[config.mk]
export PLATFORM = sky130hd
export DESIGN_NAME = agc_mem_arbiter
export DESIGN_NICKNAME = d
export VERILOG_FILES = /design/src/rtl/agc_mem_pkg.sv /design/src/rtl/agc_mem_arbiter_ones_comp_incdec.sv /design/src/rtl/agc_mem_arbiter.sv
export SDC_FILE = /design/constraint.sdc
export NUM_CORES = 1
export LEC_CHECK = 0
export ABC_AREA = 1
export ABC_CLOCK_PERIOD_IN_PS = 4900
export BUFFER_PORTS_ARGS = -buffer_cell sky130_fd_sc_hd__buf_2
export CAP_MARGIN = 40
export CORE_UTILIZATION = 50
export DETAILED_ROUTE_END_ITERATION = 10
export PLACE_DENSITY_LB_ADDON = 0.2
export SLEW_MARGIN = 20
export SYNTH_ARGS = -nofsm -noshare
export SYNTH_HDL_FRONTEND = slang
export SYNTH_SLANG_ARGS = --single-unit
[constraint.sdc]
create_clock -name clk -period 4.9 [get_ports clk]
set_clock_uncertainty 0.15 [all_clocks]
set_input_delay 0.49 -clock clk [delete_from_list [all_inputs] [get_ports clk]]
set_output_delay 0.49 -clock clk [all_outputs]
set_load 0.1 [all_outputs]
[src/rtl/agc_mem_pkg.sv]
// Shared definitions for the AGC data-memory sequencer/arbiter.
package agc_mem_pkg;

  typedef enum logic [2:0] {
    IDLE    = 3'd0,
    CPU_SET = 3'd1,
    CPU_TP  = 3'd2,
    CNT_RD  = 3'd3,
    CNT_WR  = 3'd4,
    CNT_TP  = 3'd5,
    DONE    = 3'd6
  } state_t;

  // Hard-wired zero register; never writable.
  localparam logic [11:0] ZERO_ADDR   = 12'o7;
  // Any address with these bits set lies outside erasable memory.
  localparam logic [11:0] ERASE_MASK  = 12'hC00;

  // One's-complement +1 and -1 addends.
  localparam logic [14:0] ONES_PLUS1  = 15'h0001;
  localparam logic [14:0] ONES_MINUS1 = 15'h7FFE;

endpackage

[src/rtl/agc_mem_arbiter_ones_comp_incdec.sv]
// 15-bit one's-complement increment/decrement with end-around carry.
// The two overflow cases wrap to the values the counter hardware expects.
module ones_comp_incdec
  import agc_mem_pkg::*;
(
  input  logic [14:0] v,
  input  logic        dir,
  output logic [14:0] result,
  output logic        ovf
);

  logic [15:0] sum;

  // Add +1 or -1, fold the carry back in, then override the overflow cases.
  always_comb begin
    sum    = {1'b0, v} + {1'b0, (dir ? ONES_MINUS1 : ONES_PLUS1)};
    result = sum[14:0] + {14'd0, sum[15]};
    ovf    = 1'b0;
    if (!dir && v == 15'h3FFF) begin
      result = 15'h0000;
      ovf    = 1'b1;
    end
    if (dir && v == 15'h4000) begin
      result = 15'h7FFF;
      ovf    = 1'b1;
    end
  end

endmodule

[src/rtl/agc_mem_arbiter.sv]
// Single-port Data_memory sequencer: arbitrates CPU accesses against
// counter PINC/MINC read-modify-writes and generates a clean write strobe.
// All memory-side and handshake outputs are flops decoded from next state.
module agc_mem_arbiter #(
  parameter int                ADDR_W        = 12,
  parameter int                DATA_W        = 15,
  parameter logic [ADDR_W-1:0] ZERO_ADDR     = agc_mem_pkg::ZERO_ADDR,
  parameter int                CNT_BURST_MAX = 4
) (
  input  logic              clk,
  input  logic              reset,
  input  logic              cpuReq,
  input  logic              cpuWe,
  input  logic [ADDR_W-1:0] cpuAddr,
  input  logic [DATA_W-1:0] cpuWdata,
  output logic              cpuAck,
  output logic [DATA_W-1:0] cpuRdata,
  output logic              cpuErr,
  input  logic              cntReq,
  input  logic              cntDir,
  input  logic [ADDR_W-1:0] cntAddr,
  output logic              cntAck,
  output logic              cntErr,
  output logic              cntOvf,
  output logic [ADDR_W-1:0] memAddr,
  output logic [DATA_W-1:0] memDataIn,
  output logic              memWE,
  output logic              memTp,
  input  logic [DATA_W-1:0] memDataOut
);
  import agc_mem_pkg::*;

  localparam logic [2:0] BURST = 3'(CNT_BURST_MAX);

  function automatic logic wr_legal(input logic [ADDR_W-1:0] a);
    return ((a & ERASE_MASK) == '0) && (a != ZERO_ADDR);
  endfunction

  state_t            state, state_nx;
  logic [2:0]        streak;
  logic              we_q, legal_q, dir_q, ovf_q;
  logic              cpu_ok, cnt_ok, cpu_win, cnt_win, cpu_legal, cnt_legal;
  logic [DATA_W-1:0] inc_res;
  logic              inc_ovf;

  logic [ADDR_W-1:0] addr_nx;
  logic [DATA_W-1:0] din_nx;
  logic              we_nx, tp_nx;
  logic              cpu_ack_nx, cpu_err_nx, cnt_ack_nx, cnt_err_nx, cnt_ovf_nx;

  // Counter has priority unless it has starved a waiting CPU for a full burst.
  assign cpu_ok    = cpuReq & ~cpuAck;
  assign cnt_ok    = cntReq & ~cntAck;
  assign cpu_win   = cpu_ok & (~cnt_ok | (streak == BURST));
  assign cnt_win   = cnt_ok & ~cpu_win;
  assign cpu_legal = wr_legal(cpuAddr);
  assign cnt_legal = wr_legal(cntAddr);

  // Counter arithmetic works on the cell value being read this cycle.
  ones_comp_incdec u_incdec (
    .v      (memDataOut),
    .dir    (dir_q),
    .result (inc_res),
    .ovf    (inc_ovf)
  );

  // State register.
  always_ff @(posedge clk) begin
    if (reset) state <= IDLE;
    else       state <= state_nx;
  end

  // Next-state logic; grants happen only in IDLE.
  always_comb begin
    state_nx = state;
    case (state)
      IDLE: begin
        if (cpu_win)      state_nx = CPU_SET;
        else if (cnt_win) state_nx = cnt_legal ? CNT_RD : DONE;
      end
      CPU_SET: state_nx = CPU_TP;
      CPU_TP:  state_nx = DONE;
      CNT_RD:  state_nx = CNT_WR;
      CNT_WR:  state_nx = CNT_TP;
      CNT_TP:  state_nx = DONE;
      DONE:    state_nx = IDLE;
      default: state_nx = IDLE;
    endcase
  end

  // Next output values; address/data/WE hold through DONE so they bracket memTp.
  always_comb begin
    addr_nx    = memAddr;
    din_nx     = memDataIn;
    we_nx      = memWE;
    tp_nx      = 1'b0;
    cpu_ack_nx = 1'b0;
    cpu_err_nx = 1'b0;
    cnt_ack_nx = 1'b0;
    cnt_err_nx = 1'b0;
    cnt_ovf_nx = 1'b0;
    case (state_nx)
      IDLE: we_nx = 1'b0;
      CPU_SET: begin
        addr_nx = cpuAddr;
        din_nx  = cpuWdata;
        we_nx   = cpuWe & cpu_legal;
      end
      CPU_TP: tp_nx = 1'b1;
      CNT_RD: begin
        addr_nx = cntAddr;
        we_nx   = 1'b0;
      end
      CNT_WR: begin
        din_nx = inc_res;
        we_nx  = 1'b1;
      end
      CNT_TP: tp_nx = 1'b1;
      DONE: begin
        if (state == CPU_TP) begin
          cpu_ack_nx = 1'b1;
          cpu_err_nx = we_q & ~legal_q;
        end else begin
          cnt_ack_nx = 1'b1;
          cnt_err_nx = (state == IDLE);
          cnt_ovf_nx = (state == CNT_TP) & ovf_q;
        end
      end
      default: ;
    endcase
  end

  // Output flops, request capture and CPU-starvation counter.
  always_ff @(posedge clk) begin
    if (reset) begin
      memAddr   <= '0;
      memDataIn <= '0;
      memWE     <= 1'b0;
      memTp     <= 1'b0;
      cpuAck    <= 1'b0;
      cpuErr    <= 1'b0;
      cpuRdata  <= '0;
      cntAck    <= 1'b0;
      cntErr    <= 1'b0;
      cntOvf    <= 1'b0;
      streak    <= '0;
      we_q      <= 1'b0;
      legal_q   <= 1'b0;
      dir_q     <= 1'b0;
      ovf_q     <= 1'b0;
    end else begin
      memAddr   <= addr_nx;
      memDataIn <= din_nx;
      memWE     <= we_nx;
      memTp     <= tp_nx;
      cpuAck    <= cpu_ack_nx;
      cpuErr    <= cpu_err_nx;
      cntAck    <= cnt_ack_nx;
      cntErr    <= cnt_err_nx;
      cntOvf    <= cnt_ovf_nx;
      if (state == IDLE && cpu_win) begin
        we_q    <= cpuWe;
        legal_q <= cpu_legal;
      end else if (state == IDLE && cnt_win) begin
        dir_q   <= cntDir;
      end
      if (state == CNT_RD) ovf_q    <= inc_ovf;
      if (state == CPU_TP) cpuRdata <= memDataOut;
      if (!cpuReq)                       streak <= '0;
      else if (state == IDLE && cpu_win) streak <= '0;
      else if (state == IDLE && cnt_win) streak <= streak + 3'd1;
    end
  end

endmodule

==> run metrics, run 1 <==
worst hold endpoint memAddr[10]; Setup violations, final 0; post-CTS sizing 0; Pwr per Cell Area 698 nW/um^2; first-pass GRT wire length 16.9 mm; Post-synth EDFFs 0; yosys warns 0; site row count 31; CTS Buf Count 9; CP max FO 16; vias in the first global route 3795; routed len/inst between 10 and 15 um; most common cell in the netlist nand2_1; reg2reg start dir_q; maximum vdd drop ~0.48 mV; area leader, netlist dfxtp_1; Min Clock Period, post-route approximately 3.7 ns; worst path required time 4.97 ns; Cell Area, Synth between 3000 and 4000 um^2; crit path kind reg2reg; H-tree depth 3; layout cells sized above 1 23.4%; f_max 0.273 GHz; post-CTS setup buffer count 0; top cells by count, synth nand2_1, inv_1, nor2_1; Unique masters post-synth 39; crit path capture type flip-flop; worst hold path type in2reg; Critical Path Start dir_q; unrepaired setup endpoints after global routing false; main area contributors after synthesis dfxtp_1, nand2_1, inv_1; Die Y a little under 90 um; Post-synth ARST share 0%; CP cell instances ha_1 > nand2_1 > nor3_1 > and2_1 > nand2_1 > nand2_1 > a21oi_1 > o21bai_1 > ha_1 > ha_1 > inv_1 > nor2_2 > nand3_2 > nor2_4 > inv_2 > nor2_4 > nand3_1 > nand3_1 > nand2_1 > nand2_1 > a21oi_2; Total Routed Length around 11 mm; reg-to-reg slack, setup between 1 and 1.5 ns; r2r endpoint memDataIn[12]; largest net degree at the start of global routing 28; io pins 109; Mapped Avg Cell Area between 6 and 7 um^2; Max-Cap Viols 0; DR vias/cell between 5 and 6; Initial Utilization between 50% and 60%; final hold vios 0; clk sinks 59; GRT Resource Usage Total 28.1%; ANT cells 0; Slew @ Worst Pin 0.694 ns; root buffer cell clkbuf_8; IO buf count between 100 and 150; CP max-delay cell dfxtp_1; Place WS between 1 and 1.5 ns; Final Util roughly 64%; initial antenna violation count 0; crit-path max cell delay 0.76 ns; net count after synthesis just under 700; antenna viol nets, final 0; drt initial violations 243; die area 8010 um^2; Worst-path clk slew 0.08 ns; final layout net count 782; post-synthesis sequential element count 59; CTS tree built; Final Max Tran Viols 0; Post-synth top flop dfxtp_1; Synth-to-Final Area Change 22.9%; CP Depth 21; Max Buffers Root-to-Sink 2; WP data arrival 3.73 ns; CP delay by family, top simple AND/OR/NAND/NOR gates; outcome completed; clk_lat worst skew about 0.34 ns; post-synth top area share between 30% and 40%; grt ovf 0; Post-Route Setup TNS 0 ns; DP HPWL 8.61 mm; Leak roughly 0.0024 uW; area of the core roughly 7300 um^2; RD Place Congestion 0.897; DRC 0; worst hold stages 3; relative slew slack between 50% and 60%; TritonRoute pass-1 iters 5; min-delay src cpuAddr[10]; sum of buffers and inverters on the critical path 2; CP Launch Type flip-flop; CTS Hold Bufs 0; sequential share of the synthesized area 30.9%; vias 4262; Die Width 89.5 um; most frequent CP cell nand2_1; cell depth of the worst flop-to-flop path 21; period utilization roughly three quarters; PnR worst setup slack between 1 and 1.5 ns; Syn Inst Count 593
[area by class of cell]
cell class,instances,area (um^2)
multi-input cells,448,2310
flip-flops and latches,59,1180
repair buffers,112,591
fillers,724,2630
clock buffers,11,151
well taps,99,124
inverters,72,270
clock inverters,4,73.8
[metal layers]
metal	GRT usage, %	part of all wire (%)	up-vias
met5	0	0	-
met4	11.1	1.8	0
met3	6.56	7.0	19
met2	46.4	45	159
met1	35.4	46	1915
li1	-	-	2169
[through the flow]
| stage | instances | power, uW | hold WS [ns] | area (um^2) |
|---|---|---|---|---|
| detailed placement | 790 | 2760 | 0.279 | 4480 |
| finish | 805 | 3280 | 0.256 | 4700 |
| CTS | 805 | 3280 | 0.243 | 4700 |
| global route | 805 | 3490 | 0.253 | 4700 |
| global placement | 786 | 2730 | 0.254 | 4430 |
| floorplan | 593 | 2390 | 0.244 | 3830 |
[where the power goes]
group,internal [uW],switching [uW],total [uW]
logic,438,1630,2060
registers,620,85.1,705
clock network,311,201,512
total,1370,1910,3280
[worst max-delay path by stage]
stage / end / slack, ns
detailed placement: memDataIn[12] / 1.30
floorplan: memDataIn[12] / 1.82
CTS: memDataIn[12] / 1.28
global placement: memDataIn[12] / 1.46
global route: memDataIn[8] / 0.85
finish: memDataIn[12] / 1.24
[kinds of logic (layout without fill, tap and decap cells)]
group | count (synthesis) | in the layout | synth area share (%)
adder cells (fa/ha/maj) | 20 | 20 | 6.74
flip-flops | 59 | 59 | 30.9
AND/OR/NAND/NOR | 324 | 324 | 38.6
AO/OA/AOI/OAI | 101 | 101 | 14.4
XOR/XNOR | 3 | 3 | 0.687
buffers and inverters | 86 | 199 | 8.73
[worst register-to-register path, delay by kind of cell (launching register included)]
family,cells,cell delay (ns)
flip-flops,1,0.76
adder cells (fa/ha/maj),3,0.69
AND/OR/NAND/NOR,13,1.56
buffers and inverters,2,0.13
AO/OA/AOI/OAI,3,0.25
[registers in the layout (all words and copies together), names as in the netlist]
name and count:
memDataIn 15, cntAck 1, ovf_q 1, streak 3, memWE 1, cpuErr 1, we_q 1, dir_q 1
memTp 1, legal_q 1, memAddr 12, cntErr 1, cpuAck 1, cntOvf 1, state 3, cpuRdata 15
[cell usage in the layout, fill, tap and decap left out, types with 11 or more instances in the layout]
cell type  netlist  routed
a21oi_1         34      34
buf_2            3     108
clkbuf_8         0      11
dfxtp_1         59      59
ha_1            19      19
inv_1           68      68
nand2_1        159     159
nand2_2         11      11
nand3_1         43      43
nand4_1         11      11
nor2_1          63      63
o21ai_0         41      41
No activity file was read; power rests on OpenSTA's default activity.
==> run 2, diff against run 1 <==
ABC_AREA = 0   (was 1)
ABC_CLOCK_PERIOD_IN_PS = 3100   (was 4900)
CORE_UTILIZATION = 47   (was 50)
clock period = 3.1 ns   (was 4.9 ns; I/O delays follow)
==> run metrics, run 2 <==
outcome finished, violations left; failing checks negative setup slack; f_max 0.289 GHz (+5.7%); Min Clock Period, post-route 3.47 ns (-0.197 ns); Synth-to-Final Area Change 48.8%; H-tree depth 3 (unchanged); ANT cells 0 (unchanged); area leader, netlist dfxtp_1; largest net degree at the start of global routing 31 (+11%); part of the power in registers 23.5% (+2.0 points); clk sinks 59 (unchanged); most frequent cells in the layout buf_2, buf_4, nand2_1, dfxtp_1, a21oi_1; worst path required time 3.21 ns (-1.76 ns); final layout net count 712 (-9.0%); Net Switching 2070 uW (+8.2%); dpl cell area 4830 um^2 (+7.9%); site row count 32 (+3.2%); WP data arrival 3.57 ns (-0.16 ns); CTS Hold Bufs 0 (unchanged); reg2reg start dir_q; Syn Inst Count 450 (-24%); vias in the first global route 3894 (+2.6%); Final Max Tran Viols 0 (unchanged); worst-case hold slack 0.0780 ns (-0.178 ns); PnR worst setup slack -0.366 ns (-1.60 ns); commonest non-fill, non-tap cell in the layout buf_2; Clk pwr share 19.2% (+3.6 points); Leak 0.00243 uW (+0.34%); DRC 0 (unchanged); root buffer cell clkbuf_8; RD Place Congestion 0.895 (-0.30%); Max-Cap Viols 0 (unchanged); CTS tree built; relative slew slack 46.5% (-6.8 points); Cell Count Post-Placement 702 (-11%); DP HPWL 8.29 mm (-3.7%); Post-Layout Cell Count 739 (-8.2%); routed len/inst 15.8 um (+17%); CP max FO 7 (-9); Final Util 72.1% (+8.0 points); IO buf count 108 (unchanged); worst hold path type in2reg; min-delay src cpuAddr[10]; first-pass GRT wire length 18.7 mm (+10%); vias 4117 (-3.4%); Total Routed Length 11.7 mm (+7.8%); sequential share of the synthesized area 31.7% (+0.83 points); TritonRoute pass-1 iters 5 (unchanged); Post-synth EDFFs 0 (unchanged); Die Y 91.0 um (+1.7%); Max Buffers Root-to-Sink 2 (unchanged); initial antenna violation count 0 (unchanged); Post-synth ARST share 0% (unchanged); antenna viol nets, final 0 (unchanged); most common cell in the netlist nand2_1; largest family of logic cells by synthesized area simple AND/OR/NAND/NOR gates; Initial Utilization 48.5% (-3.7 points); GRT Resource Usage Total 28.2% (+0.14 points); cell depth of the worst flop-to-flop path 15 (-29%); Compound-Gate Fraction of Synth Area 21.2% (+6.8 points); Setup violations, final 12 (+12); CP Launch Type flip-flop; Worst-path clk slew 0.08 ns (about the same); die area 8290 um^2 (+3.5%); Post-synth top flop dfxtp_1; Place WS -0.317 ns (-1.61 ns); biggest regs cpuRdata (15), memDataIn (15), memAddr (12); worst hold endpoint memAddr[10]; io pins 109 (unchanged); drt initial violations 197 (-19%); grt ovf 0 (unchanged); net count after synthesis 530 (-21%); Pwr per Cell Area 756 nW/um^2 (+8.4%); final hold vios 0 (unchanged); Slew @ Worst Pin 0.801 ns (+0.107 ns); area of the core 7690 um^2 (+4.9%); DR vias/cell 5.57 (+5.2%); fraction of the mapped netlist area in simple logic gates 25.6% (-13 points); Mapped Avg Cell Area 8.28 um^2 (+28%); post-synth top area share 31.7% (+0.83 points); multiplexer share of the synthesized area 4.37% (+4.4 points); clk_lat worst skew 0.35 ns (about the same); Cell Area, Synth 3730 um^2 (-2.6%); top cells by count, synth nand2_1, dfxtp_1, a21oi_1; main area contributors after synthesis dfxtp_1, a21oi_1, ha_1; worst hold stages 3 (unchanged); Adder-Cell Fraction of Synth Area 6.92% (+0.18 points); maximum vdd drop 0.519 mV (+8.6%); unrepaired setup endpoints after global routing true; r2r endpoint memDataIn[12]; yosys warns 0 (unchanged); post-synthesis sequential element count 59 (unchanged); Switching Fraction 49.3% (-8.9 points); crit path kind reg2reg; reg-to-reg slack, setup -0.37 ns (-1.60 ns); period utilization 112% (+37 points); internal power 2120 uW (+55%); crit path capture type flip-flop; Unique masters post-synth 71 (+82%); design area 5540 um^2 (+18%); XOR/XNOR Fraction of Synth Area 5.37% (+4.7 points); Comb pwr share 57.3% (-5.6 points); Die Width 91.0 um (+1.7%); CTS Buf Count 9 (unchanged); layout cells sized above 1 44.1% (+21 points)
run 2: cell types whose count changed after synthesis, sizes merged, moves of 10 or more:
cell    change
nand2     -107
inv        -64
nand3      -36
nor2       -32
o21ai      -32
a211oi     +16
a21oi      +15
mux2i      +15
xnor2      +11
clkbuf     +10
run 2: area by class of cell:
| class | instances | area, um^2 |
|---|---|---|
| tap | 102 | 128 |
| clock inverter | 7 | 98.8 |
| timing repair buffer | 195 | 1220 |
| multi-input combinational | 360 | 2760 |
| sequential | 59 | 1180 |
| clock buffer | 9 | 124 |
| fill | 622 | 2140 |
| inverter | 7 | 26.3 |
run 2: cells by family (layout without fill, tap and decap cells):
group	after synthesis	after routing
AOI/OAI and AO/OA	120	120
xor gates and xnor gates	22	22
adders and majority gates	20	20
buffers and inverters	31	218
DFF	59	59
muxes	15	15
and+or+nand+nor	183	183
run 2: worst max-delay path, stage by stage (launching register included):
cell and delay [ns]:
dfxtp_4 0.41, ha_4 0.30, nand3_2 0.08, o211ai_1 0.27, a21oi_2 0.12, o21ai_2 0.15, a21oi_2 0.07, o21bai_1 0.14
a21o_1 0.17, ha_4 0.15, ha_4 0.15, nand2_4 0.04, or3_4 0.40, o21ai_2 0.13, or3b_1 0.37, a221oi_2 0.26
run 2: how the worst max path moves through the flow:
stage                       start       endpoint  slack, ns  depth (start not counted)
global route                dir_q  memDataIn[12]      -0.53                         15
detailed placement  memDataOut[4]  memDataIn[12]      -0.32                         16
global placement    memDataOut[4]  memDataIn[12]      -0.24                         16
finish                      dir_q  memDataIn[12]      -0.37                         15
floorplan                   dir_q  memDataIn[12]      -0.23                         16
CTS                         dir_q  memDataIn[12]      -0.25                         15
run 2: per-stage QoR:
stage                     TNS, ns  power (uW)
final                       -1.69        4190
after detailed placement    -1.88        3160
after global placement      -1.12        3110
after global routing        -3.51        4400
after CTS                   -1.28        4090
after floorplan            -0.375        2680
run 2: power by group through the flow:
stage	Clock [uW]	Combinational (uW)	Sequential, uW
after global placement	0	2120	992
final	804	2400	987
after global routing	855	2540	1000
after CTS	815	2300	983
after detailed placement	0	2160	997
after floorplan	0	899	1780
run 2: timing repair:
item | 4_1_cts | 5_1_grt
setup endpoints to repair | 13 | 14
pin swaps | 22 | 26
resized for setup | 33 | 24
setup buffers | 17 | 9
cloned | 0 | 0
run 2: metal layers:
metal	GRT usage, %	wire [um]	vias to the layer above
met5	0	0	-
met4	8.99	158	0
li1	-	-	2017
met2	48.2	5750	144
met3	5.86	587	19
met1	35.5	5200	1937
